[src/rtl/hwag_pkg.sv]
// hwag_pkg: shared defaults and types for the angle-window output bank.
// Optional build macro used by the bank: HWAG_OUT_SHADOW_EN.
package hwag_pkg;

  localparam int ACNT_WIDTH_DEF = 24;
  localparam int ACNT_TOP_DEF   = 7679;

  typedef enum logic [1:0] {
    OFF   = 2'd0,
    ARMED = 2'd1,
    ON    = 2'd2
  } chan_state_e;

  // Width of a channel index; a single channel still gets a 1-bit index.
  function automatic int ch_idx_width(input int ch_num);
    return (ch_num > 1) ? $clog2(ch_num) : 1;
  endfunction

endpackage

[src/rtl/hwag_out_chan.sv]
// hwag_out_chan: one angle-window output channel. Holds the turn-on/turn-off
// angles and the enable, compares them with the stepping angle count and runs
// the OFF/ARMED/ON sequencer. With HWAG_OUT_SHADOW_EN defined, writes land in
// shadow registers and reach the active set only when copy_en is high.
module hwag_out_chan
  import hwag_pkg::*;
#(
  parameter int ACNT_WIDTH = ACNT_WIDTH_DEF,
  parameter int ACNT_TOP   = ACNT_TOP_DEF
) (
  input  logic                  clk,
  input  logic                  rst,
  input  logic                  hwag_start,
  input  logic [ACNT_WIDTH-1:0] acnt,
  input  logic                  acnt_step,
`ifdef HWAG_OUT_SHADOW_EN
  input  logic                  copy_en,
`endif
  input  logic                  wr_hit,
  input  logic [ACNT_WIDTH-1:0] wr_set,
  input  logic [ACNT_WIDTH-1:0] wr_rst,
  input  logic                  wr_chen,
  output logic                  out,
  output logic                  armed
);

  localparam logic [ACNT_WIDTH-1:0] TOP_VAL = ACNT_WIDTH'(ACNT_TOP);

  logic [ACNT_WIDTH-1:0] on_ang;
  logic [ACNT_WIDTH-1:0] off_ang;
  logic                  chan_en;
  logic                  on_hit;
  logic                  off_hit;
  chan_state_e           state_q;
  chan_state_e           state_d;

`ifdef HWAG_OUT_SHADOW_EN
  logic [ACNT_WIDTH-1:0] on_ang_sh;
  logic [ACNT_WIDTH-1:0] off_ang_sh;
  logic                  chan_en_sh;

  // Writes fill the shadow; the copy takes the shadow as it was before any
  // write in the same cycle, so a coinciding write waits for the next copy.
  always_ff @(posedge clk) begin
    if (rst) begin
      on_ang_sh  <= '0;
      off_ang_sh <= '0;
      chan_en_sh <= 1'b0;
      on_ang     <= '0;
      off_ang    <= '0;
      chan_en    <= 1'b0;
    end else begin
      if (wr_hit) begin
        on_ang_sh  <= wr_set;
        off_ang_sh <= wr_rst;
        chan_en_sh <= wr_chen;
      end
      if (copy_en) begin
        on_ang  <= on_ang_sh;
        off_ang <= off_ang_sh;
        chan_en <= chan_en_sh;
      end
    end
  end
`else
  // Writes update the active configuration directly.
  always_ff @(posedge clk) begin
    if (rst) begin
      on_ang  <= '0;
      off_ang <= '0;
      chan_en <= 1'b0;
    end else if (wr_hit) begin
      on_ang  <= wr_set;
      off_ang <= wr_rst;
      chan_en <= wr_chen;
    end
  end
`endif

  // Angles beyond the end of the cycle can never be reached, so they never match.
  assign on_hit  = acnt_step && (acnt == on_ang)  && (on_ang  <= TOP_VAL);
  assign off_hit = acnt_step && (acnt == off_ang) && (off_ang <= TOP_VAL);

  // Next-state logic: losing sync or enable drops straight to OFF.
  always_comb begin
    state_d = state_q;
    if (!hwag_start || !chan_en) begin
      state_d = OFF;
    end else begin
      case (state_q)
        OFF:     state_d = ARMED;
        ARMED:   if (on_hit)  state_d = ON;
        ON:      if (off_hit) state_d = ARMED;
        default: state_d = OFF;
      endcase
    end
  end

  // State register with outputs registered from the next state.
  always_ff @(posedge clk) begin
    if (rst) begin
      state_q <= OFF;
      out     <= 1'b0;
      armed   <= 1'b0;
    end else begin
      state_q <= state_d;
      out     <= (state_d == ON);
      armed   <= (state_d != OFF);
    end
  end

endmodule

[src/rtl/hwag_out_bank.sv]
// hwag_out_bank: bank of CH_NUM angle-window outputs driven by the angle
// generator count. Optional build macro HWAG_OUT_SHADOW_EN buffers channel
// writes in shadow registers transferred at the end of each angle cycle.
module hwag_out_bank
  import hwag_pkg::*;
#(
  parameter int CH_NUM     = 4,
  parameter int ACNT_WIDTH = ACNT_WIDTH_DEF,
  parameter int ACNT_TOP   = ACNT_TOP_DEF
) (
  input  logic                              clk,
  input  logic                              rst,
  input  logic                              hwag_start,
  input  logic [ACNT_WIDTH-1:0]             acnt,
  input  logic                              acnt_step,
  input  logic                              wr_ena,
  input  logic [ch_idx_width(CH_NUM)-1:0]   wr_ch,
  input  logic [ACNT_WIDTH-1:0]             wr_set,
  input  logic [ACNT_WIDTH-1:0]             wr_rst,
  input  logic                              wr_chen,
  output logic [CH_NUM-1:0]                 out,
  output logic [CH_NUM-1:0]                 armed
);

`ifdef HWAG_OUT_SHADOW_EN
  logic copy_en;

  // Shadow transfer at the last angle of the cycle, or continuously while unsynchronised.
  assign copy_en = (acnt_step && (acnt == ACNT_WIDTH'(ACNT_TOP))) || !hwag_start;
`endif

  for (genvar i = 0; i < CH_NUM; i++) begin : g_chan
    logic wr_hit;

    // Only existing channel indices decode, so out-of-range writes fall away.
    assign wr_hit = wr_ena && (int'(wr_ch) == i);

    hwag_out_chan #(
      .ACNT_WIDTH (ACNT_WIDTH),
      .ACNT_TOP   (ACNT_TOP)
    ) u_chan (
      .clk        (clk),
      .rst        (rst),
      .hwag_start (hwag_start),
      .acnt       (acnt),
      .acnt_step  (acnt_step),
`ifdef HWAG_OUT_SHADOW_EN
      .copy_en    (copy_en),
`endif
      .wr_hit     (wr_hit),
      .wr_set     (wr_set),
      .wr_rst     (wr_rst),
      .wr_chen    (wr_chen),
      .out        (out[i]),
      .armed      (armed[i])
    );
  end

endmodule

[config.mk]
export PLATFORM = sky130hd
export DESIGN_NAME = hwag_out_bank
export DESIGN_NICKNAME = d
export VERILOG_FILES = /design/src/rtl/hwag_pkg.sv /design/src/rtl/hwag_out_chan.sv /design/src/rtl/hwag_out_bank.sv
export SDC_FILE = /design/constraint.sdc
export NUM_CORES = 1
export LEC_CHECK = 0
export BUFFER_PORTS_ARGS = -buffer_cell sky130_fd_sc_hd__buf_4
export CAP_MARGIN = 10
export CELL_PAD_IN_SITES_DETAIL_PLACEMENT = 1
export CELL_PAD_IN_SITES_GLOBAL_PLACEMENT = 2
export CORE_ASPECT_RATIO = 0.7
export CORE_UTILIZATION = 35
export DETAILED_ROUTE_END_ITERATION = 6
export HOLD_SLACK_MARGIN = 0.02
export PLACE_DENSITY = 0.9
export SKIP_CTS_REPAIR_TIMING = 1
export SLEW_MARGIN = 0
export SYNTH_ARGS = -nofsm -noshare
export SYNTH_HDL_FRONTEND = slang
export SYNTH_SLANG_ARGS = --single-unit
[constraint.sdc]
create_clock -name clk -period 3.25 [get_ports clk]
set_input_delay 0.65 -clock clk [delete_from_list [all_inputs] [get_ports clk]]
set_output_delay 0.65 -clock clk [all_outputs]
set_load 0.02 [all_outputs]
### After elaboration in Yosys (flattened, before gate mapping)

Cells that the tools add are included.

* flip-flop bits (word level): 212
* output and inout bits: 8
* logic and storage cells: 109
* bits of input ports: 80

* equality and inequality tests: 23
* $lt $le $gt $ge: 8
* reduce and logical (&&, ||, !) cells: 38
* mux-type cells: 16

Operators with widths (count)
* $eq 24x24->1: 8
* $le 24x13->1 const B: 8
* $mux 2: 12
* $pmux 2 s3: 4
* $eq 2x2->1 const B: 10
* $logic_and 1x1->1: 20
* $eq 2x1->1 const B: 5
* $logic_not 2->1: 5
* $reduce_bool 2->1: 4
* $logic_not 1->1: 5
* $logic_or 1x1->1: 4

### Depth between registers and ports, before layout

Gate-level depths: netlist of the first run.

* depth in word-level cells: 7
* mapped depth: 7
* gate-level depth less buffers: 6

### By module

From an unflattened synthesis of the first run, not the netlist that was laid out.

* cell total of the unflattened synthesis: 976
* area, all modules: 9631.7 um^2

Modules (own cells, without submodules)
* hwag_out_chan: times used 4, seq. area each 1061.0 um^2, area an instance 2398.6 um^2, cells an instance 243
* hwag_out_bank: times used 1, seq. area each 0.0 um^2, area an instance 37.5 um^2, cells an instance 4

### Least setup slack after synthesis of the first run

No wires, ideal clock.

* path kind: input port to flip-flop
* from: input acnt[13]
* to: register g_chan[3].u_chan.armed
* stages: 7
* path slack: 0.577 ns
* setup time: 0.074 ns
* buffers on the path: 1
* data required time: 3.176 ns
* arrival: 2.599 ns
* cells stage by stage: buf_2 or3b_1 or4_1 or4_4 nor4_4 a211oi_1 a31oi_1

* longest elaborated chain between the ends: 7
* elaborated cells on any way between the ends: 11
* those cells by class: eq/ne: 2; mux: 4; reduce/logical: 5

Ends and longest elaborated chain
* start, declared: RTL line hwag_out_bank.sv:14 `input logic [ACNT_WIDTH-1:0] acnt,`
* $eq 24x24->1, on equally long branches: RTL line hwag_out_chan.sv:82, hwag_out_chan.sv:81
* $logic_and 1x1->1, on equally long branches (2 in a row): RTL line hwag_out_chan.sv:82, hwag_out_chan.sv:81
* $mux 2, on equally long branches: RTL line hwag_out_chan.sv:93, hwag_out_chan.sv:92
* $pmux 2 s3 *: RTL line hwag_out_chan.sv:90 `case (state_q)`
* $mux 2 *: RTL line hwag_out_chan.sv:87 `if (!hwag_start || !chan_en) begin`
* $reduce_bool 2->1 *: RTL line hwag_out_chan.sv:108 `armed <= (state_d != OFF);`
* end signal, assigned: RTL line hwag_out_chan.sv:108
* end, declared: RTL line hwag_out_chan.sv:24 `output logic armed`

Every way passes the cells marked *; elsewhere a longest branch is shown, timed or not.
A chain may end at the register's enable or synchronous reset.

### Final worst setup path of the first run

* from: input acnt[20]
* to: register g_chan[3].u_chan.armed

Same word-level chain as after synthesis.

==> summary.md, run 1 <==
| Metric | Value |
|---|---|
| Vias in the first global route | `8554` |
| Final worst slack | `0.919 ns` |
| Die Wd | `199 µm` |
| Clk slew on worst S/H paths | `0.07 ns` |
| Final Instance Area | `11100 µm²` |
| First-pass GRT wire length | `54100 µm` |
| Synth-to-layout area growth | `16.4%` |
| Final Hold Vio Count | `0` |
| Final setup violation count | `0` |
| Routed Antenna Nets | `0` |
| Status | `completed` |
| Fin cells | `1634` |
| Final HPWL DP | `26100 µm` |
| Largest cells by area after synthesis | `dfxtp_1 (45%), nand2_1 (16%), a21oi_1 (11%)` |
| Setup TNS | `0 ns` |
| Total CTS buffers | `22` |
| Max VDD drop | `0.318 mV` |
| # fillers | `3224` |
| Initial core utilization | `0.356` |
| Tot GR Track Use | `0.260` |
| Ys flop type | `dfxtp_1` |
| Clock Power Share | `0.423` |
| Synth top cells by count | `nand2_1 (406), dfxtp_1 (212), a21oi_1 (204)` |
| Skew-Pair Late Insertion Delay | `0.52 ns` |
| HP Class | `in2reg` |
| Synthesized area | `9520 µm²` |
| Post-place setup slack | `0.410 ns` |
| Post-placement cell count | `1594` |
| I/O pin total | `88` |
| Max-slew violations | `0` |
| Critical Path Fanout Max | `6` |
| Vias per cell | `5.30` |
| Worst path max stage delay | `0.57 ns` |
| RePlAce Congestion | `0.924` |
| Initial antenna violation count | `0` |
| Netlist cell types | `38` |
| Seq/Total Area, Yosys | `0.446` |
| Number of synthesized flops with an enable pin | `0` |
| Grt ovf | `0` |
| Final worst path period share | `0.717` |
| Top cell type's share of synthesized area | `0.446` |
| CTS tree | `done` |
| Register area | `4240 µm²` |
| Multi-input gate area in the final layout | `4870 µm²` |
| Avg WL per Cell | `22.3 µm` |
| Clk buf depth | `3` |
| Critical path data required time | `3.70 ns` |
| Max Cap Violations | `0` |
| DR iter-0 viols | `797` |
| Most frequent cell after synthesis | `nand2_1` |
| Residual DRC | `0` |
| WHS | `0.406 ns` |
| Root buffer selected by CTS | `clkbuf_16` |
| Leakage | `3.78 nW` |
| Kind of critical path | `in2reg` |
| Fmax | `0.429 GHz` |
| Synthesis Warnings | `0` |
| Largest net degree at the start of global routing | `103` |
| PwrDens | `538 nW/µm²` |
| CP cell instances | `buf_4 > or3b_1 > or4_1 > or4_4 > nor4_4 > a211oi_1 > a31oi_1` |
| Yosys reg bits | `212` |
| FFs w/ async S/R, synth | `0` |
| RSZ-0062 raised after global routing | `no` |
| Net Count, Synth | `1309` |
| Crit path DAT | `2.78 ns` |
| Hold Crit Start | `wr_rst[18]` |
| Vias | `8665` |
| Crit path launch | `acnt[20]` |
| Cell taking the most area after synthesis | `dfxtp_1` |
| Gate power share | `0.115` |
| Worst path slowest cell | `or4_4` |
| Worst Setup End Kind | `flop` |
| Cell Area, Placed | `10400 µm²` |
| Drt pass-1 iters | `5` |
| Core Rows | `50` |
| IO Port Bufs | `87` |
| Utilization after layout | `0.415` |
| CP Buf/Inv Count | `1` |
| Total power | `5.96 mW` |
| Die H | `140 µm` |
| CP startpoint kind | `input port` |
| FF-to-FF Start | `g_chan[3].u_chan.on_ang[20]` |
| Minimum clock period | `2.33 ns` |
| Internal power | `4.36 mW` |
| Net Sw Frac | `0.268` |
| H-tree depth | `1` |
| Avg Inst Size Synth | `7.74 µm²` |
| Net Switching | `1.60 mW` |
| Clk sink count | `212` |
| Layout cells sized above 1 | `0.110` |
| NumNets Final | `1334` |
| Worst path top cell family by delay | `simple AND/OR/NAND/NOR gates` |
| Syn Inst Count | `1229` |
| Worst Tran Pin Value | `0.823 ns` |
| Final Skew | `0.0221 ns` |
| Final WL | `36400 µm` |
| Rel. slew slack | `0.452` |
| Part of the power in registers | `0.462` |
| Die area | `27900 µm²` |
| Core Region | `26700 µm²` |
layer usage:
layer / track usage / vias up / part of all wire / wire length [µm]
met5: 0 / - / 0 / 0
li1: - / 4099 / - / -
met4: 0.0352 / 0 / 0.013 / 456
met2: 0.361 / 264 / 0.40 / 14600
met3: 0.0754 / 31 / 0.089 / 3250
met1: 0.398 / 4271 / 0.50 / 18000
worst reg2reg max path, stage by stage, from the launching register on:
cell and delay, ns:
dfxtp_1 0.37, nor4_1 0.41, nand2_1 0.14, nor4_1 0.25
nand4_1 0.18, or4_1 0.56, a211oi_1 0.27
power groups by stage:
stage	logic, mW	clock network, mW	registers (mW)
after CTS	0.670	2.56	2.75
after global placement	0.660	0	2.81
after global routing	0.728	2.67	2.76
after detailed placement	0.666	0	2.81
final	0.686	2.52	2.75
after floorplan	0.375	0	2.78
cell families (layout without fill, tap and decap cells):
logic type / count (synthesis) / in the layout / synth area share
and+or+nand+nor: 531 / 531 / 0.241
xor gates and xnor gates: 158 / 158 / 0.145
DFF: 212 / 212 / 0.446
other: 0 / 1 / 0
buffers and inverters: 103 / 143 / 0.0447
AOI/OAI and AO/OA: 225 / 225 / 0.123
cell type report:
cell class	count	share of cell area
diodes	1	0.000226
clock buffers	38	0.0625
clock inverters	1	0.000678
inverters	5	0.00169
multi-input cells	914	0.440
flip-flops and latches	212	0.383
well taps	364	0.0411
repair buffers	99	0.0708
worst paths after layout:
check                                 endpoint  slack, ns  depth (start not counted)
hold / removal    g_chan[1].u_chan.off_ang[18]       0.41                          3
setup / recovery        g_chan[3].u_chan.armed       0.92                          7
hold reg to reg   g_chan[3].u_chan.off_ang[14]       0.45                          2
setup reg to reg   g_chan[3].u_chan.state_q[1]       1.00                          6
layout by cell type, fill, tap and decap left out, types with 2 or more instances in the layout:
cell type / count
xor2_1: 49
buf_12: 3
nand4b_1: 2
o21ai_0: 3
a21oi_1: 204
nor4b_1: 2
nand3_1: 8
inv_1: 5
a31oi_1: 5
nand2_1: 406
nand4_1: 39
or4_1: 4
buf_4: 95
dfxtp_1: 212
o211ai_1: 3
nor3_1: 9
a211oi_1: 6
xnor2_1: 109
or2_2: 2
nor2_1: 13
clkbuf_16: 23
nor2_4: 2
clkbuf_8: 6
nor3b_1: 2
nor4_1: 31
clkbuf_1: 9
flip-flops by register name, summed over array words and instances, names as in the netlist:
register and count:
g_chan.u_chan.out 4, g_chan.u_chan.armed 4, g_chan.u_chan.off_ang 96, g_chan.u_chan.on_ang 96, g_chan.u_chan.state_q 8, g_chan.u_chan.chan_en 4
Power figures use the tool's default switching activity.
==> run 2: changes to the inputs <==
==> constraint.sdc (replaced) <==
create_clock -name clk -period 2.18 [get_ports clk]
set_input_delay 0.436 -clock clk [delete_from_list [all_inputs] [get_ports clk]]
set_output_delay 0.436 -clock clk [all_outputs]
set_load 0.02 [all_outputs]
==> run 2 against run 1 <==
  * Utilization is 1.9 points higher
  * Cell count is 3.1% higher
  * Design area is 4.5% higher
  * First-iteration DRC count is 9.3% lower
  * Sequential power is 49% higher
  * Hold slack worse by 0.22 ns
  * Global-route usage is 0.33 points higher
  * Die area stayed put
  * Setup slack worse by 0.83 ns
  * Largest power group unchanged
  * Clock power is 45% higher
  * Flip-flop and latch count stayed put
  * Critical endpoint is now g_chan[3].u_chan.state_q[1]
  * Via count is 4.1% higher
==> summary.md, run 2 (synthesis results as in run 1) <==
| Metric | Value |
|---|---|
| Avg WL per Cell | `21.6 µm (-2.7%)` |
| Vias per cell | `5.35 (+0.96%)` |
| CP startpoint kind | `flop` |
| H-tree depth | `1 (unchanged)` |
| Drt pass-1 iters | `5 (unchanged)` |
| Clk sink count | `212 (unchanged)` |
| Met2 usage in global routing | `0.366 (+0.00477)` |
| Initial antenna violation count | `1 (+1)` |
| Hold depth | `3 (unchanged)` |
| Max Cap Violations | `0 (unchanged)` |
| R2R cell count | `6 (unchanged)` |
| R2R setup slack | `0.09 ns (-0.91 ns)` |
| WHS | `0.185 ns (-0.222 ns)` |
| Clk buf depth | `3 (unchanged)` |
| Final HPWL DP | `26500 µm (+1.3%)` |
| Hold Crit Start | `wr_rst[0]` |
| Residual DRC | `0 (unchanged)` |
| Final setup violation count | `0 (unchanged)` |
| Final Skew | `0.0158 ns (-0.00632 ns)` |
| Met1 Usage GRT | `0.407 (+0.00893)` |
| Tot GR Track Use | `0.263 (+0.00332)` |
| Total CTS buffers | `23 (+4.5%)` |
| Post-placement cell count | `1647 (+3.3%)` |
| Kind of critical path | `reg2reg` |
| Leakage | `4.07 nW (+7.9%)` |
| Critical path data required time | `2.60 ns (-1.10 ns)` |
| Rel. slew slack | `0.249 (-0.202)` |
| Commonest non-fill, non-tap cells in the layout | `nand2_1 (406), dfxtp_1 (211), a21oi_1 (204)` |
| PwrDens | `768 nW/µm² (+43%)` |
| Final WL | `36500 µm (+0.32%)` |
| Final worst path period share | `0.957` |
| Die H | `140 µm (unchanged)` |
| DR iter-0 viols | `723 (-9.3%)` |
| IO Port Bufs | `87 (unchanged)` |
| Root buffer selected by CTS | `clkbuf_16` |
| M3 GR Usage | `0.0604 (-0.0149)` |
| Core Rows | `50 (unchanged)` |
| CTS tree | `done` |
| Layout cells sized above 1 | `0.155 (+0.0449)` |
| Commonest non-fill, non-tap cell in the layout | `nand2_1` |
| RR Endpoint | `g_chan[3].u_chan.state_q[1]` |
| Fin cells | `1685 (+3.1%)` |
| Critical Path Fanout Max | `3 (-3)` |
| First-pass GRT wire length | `54800 µm (+1.3%)` |
| Fmax | `0.479 GHz` |
| Die area | `27900 µm² (unchanged)` |
| Grt ovf | `0 (unchanged)` |
| Final Instance Area | `11600 µm² (+4.5%)` |
| Minimum clock period | `2.09 ns` |
| Max VDD drop | `0.500 mV (+57%)` |
| Clk slew on worst S/H paths | `0.06 ns (about the same)` |
| Worst Tran Pin Value | `1.13 ns (+0.303 ns)` |
| Worst Hold Path EP | `g_chan[3].u_chan.off_ang[0]` |
| Largest registers | `g_chan.u_chan.off_ang x96, g_chan.u_chan.on_ang x96, g_chan.u_chan.state_q x8` |
| Routed Antenna Nets | `0 (unchanged)` |
| Skew-Pair Late Insertion Delay | `0.52 ns (about the same)` |
| Crit path DAT | `2.51 ns (-0.27 ns)` |
| Post-place setup slack | `-0.234 ns (-0.644 ns)` |
| Die Wd | `199 µm (unchanged)` |
| Antenna cells | `0 (-1)` |
| HP Class | `in2reg` |
| Utilization after layout | `0.433 (+0.0187)` |
| Worst Setup End Kind | `flop` |
| Status | `completed` |
| Core Region | `26700 µm² (unchanged)` |
| Vias | `9021 (+4.1%)` |
| Max-slew violations | `0 (unchanged)` |
| Cell Area, Placed | `10800 µm² (+4.5%)` |
| Final Hold Vio Count | `0 (unchanged)` |
| FF-to-FF Start | `g_chan[3].u_chan.on_ang[5]` |
| NumNets Final | `1388 (+4.0%)` |
| Largest net degree at the start of global routing | `197 (+91%)` |
| Initial core utilization | `0.356 (unchanged)` |
| Vias in the first global route | `8844 (+3.4%)` |
| I/O pin total | `88 (unchanged)` |
| RePlAce Congestion | `0.948 (+2.6%)` |
| Final worst slack | `0.0935 ns (-0.825 ns)` |
| Synth-to-layout area growth | `21.7%` |
| Layer with the highest usage | `met1` |
-- run 2: metal layers --
| metal | up-vias | share of wire | wire length [µm] |
|---|---|---|---|
| met1 | 4477 | 0.49 | 18000 |
| met4 | 0 | 0.016 | 582 |
| met3 | 37 | 0.087 | 3160 |
| met2 | 301 | 0.40 | 14700 |
| met5 | - | 0 | 0 |
| li1 | 4206 | - | - |
-- run 2: worst max path at each step --
stage	slack (ns)	depth (start not counted)	endpoint	startpoint
final	0.09	6	g_chan[3].u_chan.state_q[1]	g_chan[3].u_chan.on_ang[5]
after detailed placement	-0.23	7	g_chan[3].u_chan.state_q[1]	acnt[13]
after global routing	-0.03	7	g_chan[3].u_chan.out	g_chan[3].u_chan.on_ang[16]
after global placement	-0.20	7	g_chan[3].u_chan.out	acnt[13]
after CTS	-0.07	6	g_chan[3].u_chan.state_q[1]	g_chan[3].u_chan.on_ang[19]
after floorplan	-0.07	7	g_chan[3].u_chan.armed	acnt[13]
-- run 2: power breakdown --
group | leakage (nW) | total [mW] | internal (mW) | switching [mW]
Clock | 0.331 | 3.66 | 2.04 | 1.62
Combinational | 2.02 | 1.12 | 0.442 | 0.676
Sequential | 1.72 | 4.11 | 4.00 | 0.111
-- run 2: layout make-up --
class | count | area [µm²]
repair buffers | 152 | 1240
well taps | 364 | 455
fillers | 3273 | 15100
inverters | 5 | 18.8
multi-input cells | 914 | 4940
flip-flops and latches | 212 | 4250
clock inverters | 4 | 27.5
clock buffers | 34 | 647
-- run 2: worst max-delay path: stages, from the launching register on --
cell and delay, ns:
dfxtp_1 0.34, xnor2_2 0.27, nand4_1 0.16, nor4_2 0.28, nand4_1 0.18, or4_4 0.53, a211oi_1 0.24
-- run 2: per-stage QoR --
| stage | TNS (ns) | total power, mW |
|---|---|---|
| after global placement | -1.24 | 5.25 |
| after global routing | -0.0473 | 9.18 |
| after CTS | -0.114 | 8.91 |
| after floorplan | -0.108 | 4.71 |
| after detailed placement | -1.77 | 5.27 |
| final | 0 | 8.89 |
==> run 3: changes to the inputs <==
==> constraint.sdc (replaced) <==
create_clock -name clk -period 1.92 [get_ports clk]
set_input_delay 0.384 -clock clk [delete_from_list [all_inputs] [get_ports clk]]
set_output_delay 0.384 -clock clk [all_outputs]
set_load 0.02 [all_outputs]
==> run 3 against run 2 <==
  * The run now ends with setup timing left
  * Flip-flop and latch count is the same
  * Via count grew 4.3%
  * Hold slack lost 0.059 ns
  * Critical path depth is the same
  * Clock skew shrank 0.0050 ns
  * Sequential power grew 13%
  * Non-clock buffer count grew 47
  * Cell count grew 3.0%
  * Largest cell class unchanged
  * Largest power group is now the clock network
  * Highest routed layer unchanged
==> summary.md, run 3 (synthesis results as in run 1) <==
| Metric | Value |
|---|---|
| H-tree depth | `1 (unchanged)` |
| Residual DRC | `0 (unchanged)` |
| Status | `finished with violations` |
| Initial antenna violation count | `0 (-1)` |
| Die Wd | `199 µm (unchanged)` |
| Core Rows | `50 (unchanged)` |
| Hold Crit Start | `wr_set[0]` |
| CTS tree | `done` |
| Setup TNS | `-0.528 ns (-0.528 ns)` |
| Vias per cell | `5.42 (+1.2%)` |
| IO Port Bufs | `87 (unchanged)` |
| Final worst path period share | `1.09 (+0.130)` |
| Routed Antenna Nets | `0 (unchanged)` |
| Max Cap Violations | `0 (unchanged)` |
| Drt pass-1 iters | `5 (unchanged)` |
| Crit path DAT | `2.53 ns (+0.02 ns)` |
| Utilization after layout | `0.464 (+0.0307)` |
| Kind of critical path | `reg2reg` |
| Avg WL per Cell | `22.5 µm (+3.9%)` |
| CP cell instances | `nor4_4 > nand2_1 > nor4_2 > nand4_1 > or4_4 > a211oi_2` |
| Skew-Pair Late Insertion Delay | `0.53 ns (about the same)` |
| Post-placement cell count | `1693 (+2.8%)` |
| Max-slew violations | `0 (unchanged)` |
| WHS | `0.126 ns (-0.0591 ns)` |
| Critical Path Fanout Max | `3 (unchanged)` |
| Final Hold Vio Count | `0 (unchanged)` |
| Clk sink count | `212 (unchanged)` |
| Clk slew on worst S/H paths | `0.06 ns (about the same)` |
| Worst Setup End Kind | `flop` |
| Fmax | `0.479 GHz (about the same)` |
| Tot GR Track Use | `0.271 (+0.00803)` |
| FF-to-FF Start | `g_chan[3].u_chan.on_ang[18]` |
| Initial core utilization | `0.356 (unchanged)` |
| Commonest non-fill, non-tap cell in the layout | `nand2_1` |
| Hold depth | `3 (unchanged)` |
| Grt ovf | `0 (unchanged)` |
| RSZ-0062 raised after global routing | `yes` |
| Max VDD drop | `0.502 mV (+0.39%)` |
| DR iter-0 viols | `857 (+19%)` |
| NumNets Final | `1435 (+3.4%)` |
| Antenna cells | `0 (unchanged)` |
| CP startpoint kind | `flop` |
| Die H | `140 µm (unchanged)` |
| First-pass GRT wire length | `56400 µm (+3.0%)` |
| RePlAce Congestion | `0.915 (-3.5%)` |
| Critical path data required time | `2.36 ns (-0.24 ns)` |
| Worst path max stage delay | `0.49 ns (-0.04 ns)` |
| Final Skew | `0.0108 ns (-0.00497 ns)` |
| Synth-to-layout area growth | `30.3%` |
| Largest net degree at the start of global routing | `197 (unchanged)` |
| Failing checks | `setup timing` |
| PwrDens | `881 nW/µm² (+15%)` |
| RR Endpoint | `g_chan[3].u_chan.state_q[1]` |
| Final worst slack | `-0.168 ns (-0.261 ns)` |
| Largest registers | `g_chan.u_chan.off_ang x96, g_chan.u_chan.on_ang x96, g_chan.u_chan.state_q x8` |
| Final setup violation count | `6 (+6)` |
| Worst path slowest cell | `or4_4` |
| HP Class | `in2reg` |
| Fin cells | `1736 (+3.0%)` |
| Final WL | `39000 µm (+7.0%)` |
| Worst Tran Pin Value | `1.01 ns (-0.117 ns)` |
| Vias in the first global route | `9084 (+2.7%)` |
| Final HPWL DP | `26900 µm (+1.6%)` |
| Total CTS buffers | `23 (unchanged)` |
| Leakage | `4.51 nW (+11%)` |
| Minimum clock period | `2.09 ns (+0.00110 ns)` |
| Worst Hold Path EP | `g_chan[1].u_chan.on_ang[0]` |
| R2R cell count | `6 (unchanged)` |
| Die area | `27900 µm² (unchanged)` |
| Rel. slew slack | `0.327 (+0.0779)` |
| R2R setup slack | `-0.17 ns (-0.26 ns)` |
| Root buffer selected by CTS | `clkbuf_16` |
| Layout cells sized above 1 | `0.221 (+0.0657)` |
| Clk buf depth | `3 (unchanged)` |
| Vias | `9410 (+4.3%)` |
| I/O pin total | `88 (unchanged)` |
| Core Region | `26700 µm² (unchanged)` |
| Commonest non-fill, non-tap cells in the layout | `nand2_1 (406), a21oi_1 (200), dfxtp_1 (200)` |
## run 3: cell count changes in the layout (fill, tap and decap cells not counted), sizes merged
cell      delta
clkinvlp     +1
inv          -1
buf         +47
clkbuf       -2
bufinv       +3
clkinv       +3
## run 3: critical path, delay by kind of cell, from the launching register on
family	cells	cell delay, ns
flip-flops	1	0.34
AND/OR/NAND/NOR	5	1.45
AO/OA/AOI/OAI	1	0.20
## run 3: through the flow
stage	worst slack (ns)	power [mW]	cell area [µm²]
final	-0.168	10.9	12400
after global routing	-0.216	11.2	12400
after CTS	-0.425	10.9	12000
after detailed placement	-0.551	6.07	11200
after global placement	-0.497	6.04	11200
after floorplan	-0.276	5.35	9550
## run 3: worst max-delay path by stage
stage                                      startpoint                          end  depth (start not counted)
final                     g_chan[3].u_chan.on_ang[18]  g_chan[3].u_chan.state_q[1]                          6
after detailed placement                      acnt[5]  g_chan[3].u_chan.state_q[1]                          8
after floorplan                              acnt[13]       g_chan[3].u_chan.armed                          7
after global routing      g_chan[3].u_chan.on_ang[18]  g_chan[3].u_chan.state_q[1]                          6
after global placement                        acnt[5]  g_chan[3].u_chan.state_q[1]                          8
after CTS                  g_chan[3].u_chan.on_ang[7]  g_chan[3].u_chan.state_q[1]                          7
## run 3: area by class of cell
cell class,instances,area (µm²)
clock buffer,32,679
clock inverter,10,131
fill,3206,14300
inverter,5,18.8
multi-input combinational,914,5220
sequential,212,4260
tap,364,455
timing repair buffer,199,1630
## run 3: metal layers
metal / vias up / share of wire / track usage
met5: - / 0 / 0
met4: 0 / 0.012 / 0.0368
met3: 43 / 0.10 / 0.0706
met2: 375 / 0.42 / 0.387
met1: 4696 / 0.46 / 0.412
li1: 4296 / - / -
## run 3: where the power goes
part / leakage [nW] / switching, mW / internal (mW)
sequential: 1.73 / 0.127 / 4.54
combinational: 2.38 / 0.830 / 0.592
clock: 0.403 / 1.96 / 2.87
